[src/rtl/blueintegral_mat_pkg.sv]
// Shared types and helpers for the sequential NxN matrix multiplier.
// Optional feature macro: MAT_MULT_SAT_EN (saturating output reduction).
package blueintegral_mat_pkg;

    typedef enum logic [1:0] {LOAD_A, LOAD_B, COMPUTE, DRAIN} state_e;

    // Width used to carry accumulator values through sat_trunc.
    localparam int PW = 128;

    // Full-precision accumulator width: a product plus growth over N terms.
    function automatic int acc_width(input int n, input int w);
        return 2 * w + $clog2(n);
    endfunction

    // Reduce a full-precision sum to out_w bits; values that already fit pass unchanged.
    function automatic logic [PW-1:0] sat_trunc(input logic [PW-1:0] acc, input int out_w);
        logic [PW-1:0] mask;
        mask = (out_w >= PW) ? '1 : ((PW'(1) << out_w) - PW'(1));
`ifdef MAT_MULT_SAT_EN
        return (acc > mask) ? mask : acc;
`else
        return acc & mask;
`endif
    endfunction

endpackage

[src/rtl/blueintegral_mat_mult_seq_if.sv]
// Element stream in/out bus for the sequential matrix multiplier.
interface blueintegral_mat_mult_seq_if #(
    parameter int W     = 4,
    parameter int OUT_W = 8
);
    logic             in_valid;
    logic             in_ready;
    logic [W-1:0]     in_data;
    logic             out_valid;
    logic             out_ready;
    logic [OUT_W-1:0] out_data;

    modport master (output in_valid, in_data, out_ready,
                    input  in_ready, out_valid, out_data);
    modport slave  (input  in_valid, in_data, out_ready,
                    output in_ready, out_valid, out_data);
endinterface

[src/rtl/blueintegral_mat_mac.sv]
// Single multiply-accumulate unit: W x W product into an ACC_W accumulator.
// 'sum' exposes the post-MAC value so the caller can capture it in the same cycle.
module blueintegral_mat_mac #(
    parameter int W     = 4,
    parameter int ACC_W = 9
) (
    input  logic             clk,
    input  logic             clear,
    input  logic             en,
    input  logic [W-1:0]     a,
    input  logic [W-1:0]     b,
    output logic [ACC_W-1:0] sum
);
    logic [2*W-1:0]   prod;
    logic [ACC_W-1:0] acc;

    assign prod = (2*W)'(a) * (2*W)'(b);
    assign sum  = acc + ACC_W'(prod);

    // Clear has priority so the last term of a dot product and the restart share a cycle.
    always_ff @(posedge clk) begin
        if (clear)   acc <= '0;
        else if (en) acc <= sum;
    end
endmodule

[src/rtl/blueintegral_mat_mult_seq.sv]
// Sequential NxN matrix multiplier C = A*B: stream A then B in, one MAC per cycle,
// stream C out row-major. Optional MAT_MULT_SAT_EN selects saturating reduction of C.
module blueintegral_mat_mult_seq
    import blueintegral_mat_pkg::*;
#(
    parameter int N     = 2,
    parameter int W     = 4,
    parameter int OUT_W = 8
) (
    input  logic                        clk,
    input  logic                        reset,
    blueintegral_mat_mult_seq_if.slave  bus,
    output logic                        busy
);
    localparam int ACC_W = acc_width(N, W);
    localparam int NN    = N * N;
    localparam int IW    = $clog2(N);
    localparam int AW    = $clog2(NN);

    localparam logic [1:0] ST_LOAD_A  = 2'(LOAD_A);
    localparam logic [1:0] ST_LOAD_B  = 2'(LOAD_B);
    localparam logic [1:0] ST_COMPUTE = 2'(COMPUTE);
    localparam logic [1:0] ST_DRAIN   = 2'(DRAIN);

    localparam logic [IW-1:0] LAST_K   = IW'(N - 1);
    localparam logic [AW-1:0] LAST_IDX = AW'(NN - 1);

    logic [1:0]       state;
    logic [AW-1:0]    idx, oidx;
    logic [IW-1:0]    i, j, k;
    logic [W-1:0]     a_mem [NN];
    logic [W-1:0]     b_mem [NN];
    logic [OUT_W-1:0] c_mem [NN];

    logic             in_xfer, out_xfer, last_k, mac_clear, mac_en;
    logic [AW-1:0]    a_addr, b_addr, c_addr;
    logic [ACC_W-1:0] mac_sum;

    assign bus.in_ready  = (state == ST_LOAD_A) || (state == ST_LOAD_B);
    assign bus.out_valid = (state == ST_DRAIN);
    assign bus.out_data  = (state == ST_DRAIN) ? c_mem[oidx] : '0;
    assign busy          = (state == ST_COMPUTE) || (state == ST_DRAIN);

    assign in_xfer  = bus.in_valid && bus.in_ready;
    assign out_xfer = bus.out_valid && bus.out_ready;
    assign last_k   = (k == LAST_K);

    assign a_addr = AW'(i) * AW'(N) + AW'(k);
    assign b_addr = AW'(k) * AW'(N) + AW'(j);
    assign c_addr = AW'(i) * AW'(N) + AW'(j);

    // Accumulator restarts on reset, on entry to COMPUTE and after each finished dot product.
    assign mac_en    = (state == ST_COMPUTE);
    assign mac_clear = reset
                    || ((state == ST_LOAD_B) && in_xfer && (idx == LAST_IDX))
                    || (mac_en && last_k);

    blueintegral_mat_mac #(.W(W), .ACC_W(ACC_W)) u_mac (
        .clk   (clk),
        .clear (mac_clear),
        .en    (mac_en),
        .a     (a_mem[a_addr]),
        .b     (b_mem[b_addr]),
        .sum   (mac_sum)
    );

    // Phase sequencing and all index counters.
    always_ff @(posedge clk) begin
        if (reset) begin
            state <= ST_LOAD_A;
            idx   <= '0;
            oidx  <= '0;
            i     <= '0;
            j     <= '0;
            k     <= '0;
        end else begin
            case (state)
                ST_LOAD_A, ST_LOAD_B: if (in_xfer) begin
                    if (idx == LAST_IDX) begin
                        idx   <= '0;
                        i     <= '0;
                        j     <= '0;
                        k     <= '0;
                        state <= (state == ST_LOAD_A) ? ST_LOAD_B : ST_COMPUTE;
                    end else begin
                        idx <= idx + AW'(1);
                    end
                end
                ST_COMPUTE: begin
                    if (!last_k) begin
                        k <= k + IW'(1);
                    end else begin
                        k <= '0;
                        if (j != LAST_K) begin
                            j <= j + IW'(1);
                        end else begin
                            j <= '0;
                            if (i != LAST_K) begin
                                i <= i + IW'(1);
                            end else begin
                                i     <= '0;
                                state <= ST_DRAIN;
                            end
                        end
                    end
                end
                default: if (out_xfer) begin
                    if (oidx == LAST_IDX) begin
                        oidx  <= '0;
                        state <= ST_LOAD_A;
                    end else begin
                        oidx <= oidx + AW'(1);
                    end
                end
            endcase
        end
    end

    // Element storage; contents are don't-care after reset so no clear is needed.
    always_ff @(posedge clk) begin
        if (!reset) begin
            if (in_xfer && state == ST_LOAD_A) a_mem[idx] <= bus.in_data;
            if (in_xfer && state == ST_LOAD_B) b_mem[idx] <= bus.in_data;
            if (mac_en && last_k)
                c_mem[c_addr] <= OUT_W'(sat_trunc(PW'(mac_sum), OUT_W));
        end
    end
endmodule

[src/flat_wrapper.sv]
// flat-port wrapper written by rule: the top's interface ports become plain ports
module blueintegral_mat_mult_seq_flat import blueintegral_mat_pkg::*;
#(
    parameter int N     = 2,
    parameter int W     = 4,
    parameter int OUT_W = 8
)
  (clk, reset, busy, bus_in_valid, bus_in_data, bus_out_ready, bus_in_ready, bus_out_valid, bus_out_data);
  blueintegral_mat_mult_seq_if #(.W(W), .OUT_W(OUT_W)) bus_i ();
  input  logic clk;
  input  logic reset;
  output logic busy;
  input wire logic [$bits(bus_i.in_valid)-1:0] bus_in_valid;
  input wire logic [$bits(bus_i.in_data)-1:0] bus_in_data;
  input wire logic [$bits(bus_i.out_ready)-1:0] bus_out_ready;
  output wire logic [$bits(bus_i.in_ready)-1:0] bus_in_ready;
  output wire logic [$bits(bus_i.out_valid)-1:0] bus_out_valid;
  output wire logic [$bits(bus_i.out_data)-1:0] bus_out_data;
  assign bus_i.in_valid = bus_in_valid;
  assign bus_i.in_data = bus_in_data;
  assign bus_i.out_ready = bus_out_ready;
  assign bus_in_ready = bus_i.in_ready;
  assign bus_out_valid = bus_i.out_valid;
  assign bus_out_data = bus_i.out_data;
  blueintegral_mat_mult_seq #(.N(N), .W(W), .OUT_W(OUT_W)) u_core (.clk(clk), .reset(reset), .bus(bus_i), .busy(busy));
endmodule
[config.mk]
export PLATFORM = sky130hd
export DESIGN_NAME = blueintegral_mat_mult_seq_flat
export DESIGN_NICKNAME = d
export VERILOG_FILES = /design/src/rtl/blueintegral_mat_pkg.sv /design/src/rtl/blueintegral_mat_mult_seq_if.sv /design/src/rtl/blueintegral_mat_mac.sv /design/src/rtl/blueintegral_mat_mult_seq.sv /design/src/flat_wrapper.sv
export SDC_FILE = /design/constraint.sdc
export NUM_CORES = 1
export LEC_CHECK = 0
export BUFFER_PORTS_ARGS = -buffer_cell sky130_fd_sc_hd__buf_2
export CORE_MARGIN = 2
export CORE_UTILIZATION = 45
export DETAILED_ROUTE_END_ITERATION = 12
export SETUP_SLACK_MARGIN = 0.02
export SYNTH_ARGS = -nofsm -noshare
export SYNTH_HDL_FRONTEND = slang
export SYNTH_SLANG_ARGS = --single-unit
export TNS_END_PERCENT = 1
[constraint.sdc]
create_clock -name clk -period 9.65 [get_ports clk]
set_input_delay 1.4475 -clock clk [delete_from_list [all_inputs] [get_ports clk]]
set_output_delay 1.4475 -clock clk [all_outputs]
set_load 0.01 [all_outputs]
# Word level (Yosys, flattened, before mapping)
# Memories as Yosys holds them, arrays and structs flattened. A register that Yosys moved wholly into a read port is not among the register bits.
# Cells that the tools add are included.
# Widths: inputs -> output; s select.
# op_classes
addsub,9
mul,1
n_eq_ne,10
n_mux,34
bitwise_logic,1
n_reduce_logical,22
# ops
op,n
$mux 2,12
$mux 1,17
$ne 2x1->1 const B,5
$add 9x8->9,1
$eq 2x2->1 const B,4
$mul 4x4->8,1
$mux 8,1
$reduce_and 7->1,1
$add 2x1->2,3
$logic_and 1x1->1,6
$pmux 1 s2,3
$reduce_bool 3->1,2
$reduce_and 5->1,1
$add 2x1->2 const B,2
$logic_or 1x1->1,4
$pmux 2 s2,1
$reduce_and 2->1,2
$reduce_and 4->1,1
$add 1x1->1 const B,3
$reduce_and 3->1,1
$reduce_or 3->1,1
$eq 2x1->1 const B,1
$logic_not 2->1,1
$reduce_bool 2->1,1
2 further kinds,2
# word_totals
reg_bits,18
mem_bits_rw,64
in_bits,8
output_inout_bits,11
elab_cells,87
memories,3
# mem_list
name,depth,word_bits,read_ports,rd_ports_with_merged_regs,wr,line,text
u_core.c_mem,4,8,1,1,1,blueintegral_mat_mult_seq.sv:33,logic [OUT_W-1:0] c_mem [NN];
u_core.a_mem,4,4,1,0,1,blueintegral_mat_mult_seq.sv:31,logic [W-1:0] a_mem [NN];
u_core.b_mem,4,4,1,0,1,blueintegral_mat_mult_seq.sv:32,logic [W-1:0] b_mem [NN];

# Depth between registers and ports, before layout
# logic_depth
depth_word,7
ltp_mapped,15
depth_no_buf,13

# By module
# Synthesis repeated with hierarchy kept, for this count alone.
# unflattened
cells_unflattened,310
hier_area_um2,4249.1
# modules_own_cells
mod,n_inst,cells_per_inst,area_each_um2,seq_area_each_um2
blueintegral_mat_mult_seq,1,182,3133.0,2142.1
blueintegral_mat_mac,1,128,1116.1,180.2

# Worst setup path before layout
# OpenSTA, ideal clock, no wires.
# synth_timing
path_type,register -> register
startpoint,register u_core.j
endpoint,memory u_core.c_mem[0][7] (data pin)
setup_time_ns,0.277
t_arrival_ns,4.017
t_required_ns,9.373
setup_slack_ns,5.356
stages_incl_launch_ff,13
path_buffers,1
period_less_slack_ns,4.294
path_cell_list,dfxtp_1 -> clkbuf_1 -> mux4_2 -> nand2_1 -> fa_1 -> fa_1 -> fa_1 -> inv_1 -> ha_1 -> a211oi_1 -> o21bai_1 -> a21oi_1 -> xnor3_1
# synth_via
elab_chain_cells,4
# synth_lines
element,line,text
start: declaration,blueintegral_mat_mult_seq.sv:30,"logic [IW-1:0] i, j, k;"
start signal: assignment,blueintegral_mat_mult_seq.sv:95,j <= j + IW'(1);
$add 2x1->2,blueintegral_mat_mult_seq.sv:49,assign b_addr = AW'(k) * AW'(N) + AW'(j);
$mem_v2 4x4,n/a,
$mul 4x4->8,blueintegral_mat_mac.sv:17,assign prod = (2*W)'(a) * (2*W)'(b);
$add 9x8->9,blueintegral_mat_mac.sv:18,assign sum = acc + ACC_W'(prod);
via u_core.mac_sum[7],blueintegral_mat_mult_seq.sv:37,logic [ACC_W-1:0] mac_sum;
end: declaration,blueintegral_mat_mult_seq.sv:33,
# The timed path passes the listed nets, and every way through them passes these cells.

# Final worst setup path
# layout_timing
startpoint,register u_core.k
endpoint,memory u_core.c_mem[3][7] (data pin)
# layout_via
elab_chain_cells,4
word_cells_on_any_way,6
cone_classes,3 x add/sub; 1 x mul; 2 x memory
# layout_lines
element,line,text
start: declaration,blueintegral_mat_mult_seq.sv:30,
start signal: assignment,blueintegral_mat_mult_seq.sv:91,k <= k + IW'(1);
$add 2x1->2 (on tied branches),"blueintegral_mat_mult_seq.sv:48, blueintegral_mat_mult_seq.sv:49",
$mem_v2 4x4 (on tied branches),n/a,
$mul 4x4->8 (*),blueintegral_mat_mac.sv:17,
$add 9x8->9 (*),blueintegral_mat_mac.sv:18,
via u_core.mac_sum[7],blueintegral_mat_mult_seq.sv:37,
# The timed path passes the listed nets; every way through them passes the cells marked *.

==> impl_metrics.yaml <==
synthesis:
  synth-async-reset-ratio_pct: 0
  syn_nets: 346
  ys_seq_elements: 83
  seq_area_frac_synth_pct: 55.44
  synthCells: 305
  yosysWarnings: 0
  syn_area_per_cell_um2: 13.62
  ys.flop_type: "edfxtp_1"
  synth_area_um2: 4153
  synth_edf_count: 64
  ys_types: 44
clock_tree:
  tritoncts: "done"
  postCtsHoldBufs: 0
  cts.repair.resized: 0
  post-cts-setup-buffers: 0
  cts.path.max_buffers: 2
  clk_pin_slew_worst_paths_ns: 0.08
  clk_latency_ns: 0.36
  root_buffer: "clkbuf_8"
  clkSinkCount: 83
  cts_htree_levels: 3
  cts_buffers: 9
global_routing:
  track_usage_pct: 15.83
  antenna_found_initial: 0
  grt_pass1_wl_um: 11850
  grt_pass1_vias: 2331
  grt_max_degree: 27
  grt_overflow: 0
setup_path:
  arrival_ns: 4.75
  critPathMaxFanout: 14
  path_class: "flop to flop"
  crit_path_start_kind: "flop"
  path_cells: "mux4_2 > nand2_1 > fa_1 > fa_1 > fa_1 > inv_1 > ha_1 > a211oi_1 > o21bai_1 > a21oi_1 > xnor3_1"
  slowest_stage: "dfxtp_1"
  end_kind: "flop"
  cpMostUsedCell: "fa_1"
  max_stage_delay_ns: 0.71
  required_ns: 9.74
place:
  gp_congestion: 0.7961
  numPortBuffers: 18
  place_inst: 424
  hpwl_um: 5287
floorplan:
  die_w_um: 100.1
  fp.dieH_um: 100.1
  core_um2: 9109
  row_count: 35
  ios: 19
  fp.dieArea_um2: 10010
  start_util_pct: 45.59
sta:
  fin_crit_sh_pct: 48.30
  finClkSkew_ns: 0.007276
  period_needed_ns: 4.661
  tns_ns: 0
  hold_violations: 0
  setup_viol: 0
  drv_slew: 0
  worst_pin_slew_ns: 0.9150
  rsz0062_at_grt: "false"
  fmax_ghz: 0.2145
  maxSlewHeadroom_pct: 39.00
detailed_routing:
  drt_iter0_drc: 73
  avgRoutedWirePerCell_um: 16.57
  routed_wirelength_um: 7291
  num_vias: 2385
  viasPerCell: 5.420
  final_antenna_net_count: 0
  drt_first_pass_iters: 5
  drc: 0
final_layout:
  layout_common_cells: "64 x edfxtp_1, 26 x nor2_1, 24 x ha_1"
  fin_cells: 440
  diodes: 0
  ff_latch_area_um2: 2302
  drive_gt1_share_pct: 17.93
  multi_input_area_um2: 1725
  fill_cells: 820
  syn_to_final_growth_pct: 9.250
  nets: 365
  layout_commonest_cell: "edfxtp_1"
run:
  drv_cap: 0
power_and_ir_drop:
  leakage_uw: 0.001657
  ir_drop_mv: 0.09562
  powerDensity_nw_per_um2: 152.3
  p_total_uw: 691.1
run_status:
  status: "finished clean"
worst_hold_path:
  hp-class: "flop to flop"
[registers in the layout (all words and copies together), names as in the netlist, named ones only]
register / count
u_core.a_mem: 16
u_core.b_mem: 16
u_core.c_mem: 32
u_core.i: 1
u_core.idx: 2
u_core.j: 1
u_core.k: 1
u_core.oidx: 2
u_core.state: 2
u_core.u_mac.acc: 8
[metal layers]
metal	up-vias	track usage, %	wire length (um)	share of wire [%]
li1	1153	-	-	-
met5	-	0	0	0
met4	0	5.796	108	1.5
met3	10	3.552	234	3.2
met2	40	26.56	3679	50
met1	1182	20.31	3270	45
[power breakdown]
part,leakage (uW),internal [uW],switching [uW]
registers,0.000732,390,1.63
clock network,0.000102,121,134
logic,0.000823,15.9,28.8
total,0.00166,527,164
[cell families after synthesis]
logic type,after synthesis,synth area share (%)
adder cells (fa/ha/maj),33,11.57
flip-flops,83,55.44
AO/OA/AOI/OAI,34,5.966
multiplexers,25,10.85
buffers and inverters,32,3.013
XOR/XNOR,5,1.386
AND/OR/NAND/NOR,93,11.78
[area by class of cell]
| class | instances | area share (%) |
|---|---|---|
| clock buffers | 9 | 2.730 |
| well taps | 111 | 3.061 |
| repair buffers | 18 | 1.986 |
| multi-input cells | 190 | 38.03 |
| inverters | 22 | 1.820 |
| clock inverters | 7 | 1.627 |
| flip-flops and latches | 83 | 50.74 |
[Yosys cell counts, drive strengths merged (3+ instances only)]
master / number / area, um2
a211oi: 3 / 22.52
a21o: 3 / 22.52
a21oi: 10 / 50.05
and2: 22 / 140.1
buf: 3 / 15.01
clkbuf: 7 / 27.52
dfxtp: 19 / 380.4
edfxtp: 64 / 1922
fa: 9 / 180.2
ha: 24 / 300.3
inv: 22 / 82.58
mux2i: 9 / 90.09
mux4: 16 / 360.4
nand2: 15 / 56.30
nand2b: 5 / 31.28
nand3: 6 / 30.03
nand3b: 3 / 22.52
nor2: 26 / 97.59
nor3: 4 / 20.02
o21ai: 5 / 25.02
or4: 3 / 22.52
[worst max-delay path, delay by kind of cell (launching register included)]
kind                     cells  cell delay (ns)
adder cells (fa/ha/maj)      4             1.81
AO/OA/AOI/OAI                3             0.80
flip-flops                   1             0.71
multiplexers                 1             0.62
XOR/XNOR                     1             0.28
AND/OR/NAND/NOR              1             0.10
buffers and inverters        1             0.04
[stage by stage]
| stage | hold slack, ns | worst slack (ns) | util (%) | instance area (um2) |
|---|---|---|---|---|
| 2_1_floorplan | 0.4432 | 5.356 | - | 4153 |
| 3_3_place_gp | 0.4649 | 5.059 | 47.64 | 4339 |
| 3_5_place_dp | 0.4775 | 4.960 | 47.64 | 4339 |
| 4_1_cts | 0.4882 | 4.948 | 49.81 | 4537 |
| 5_1_grt | 0.5150 | 4.733 | 49.81 | 4537 |
| 6_report | 0.4835 | 4.989 | 49.81 | 4537 |
[worst paths after layout]
kind	start	end	slack (ns)	depth (start not counted)
max	u_core.k$_SDFFE_PP0P_	u_core.c_mem[3][7]$_DFFE_PP_	4.99	11
min	u_core.u_mac.acc[7]$_SDFFE_PP0P_	u_core.u_mac.acc[7]$_SDFFE_PP0P_	0.48	2
max reg2reg	u_core.k$_SDFFE_PP0P_	u_core.c_mem[3][7]$_DFFE_PP_	4.99	11
min reg2reg	u_core.u_mac.acc[7]$_SDFFE_PP0P_	u_core.u_mac.acc[7]$_SDFFE_PP0P_	0.48	2
No activity file was read; power rests on OpenSTA's default activity.
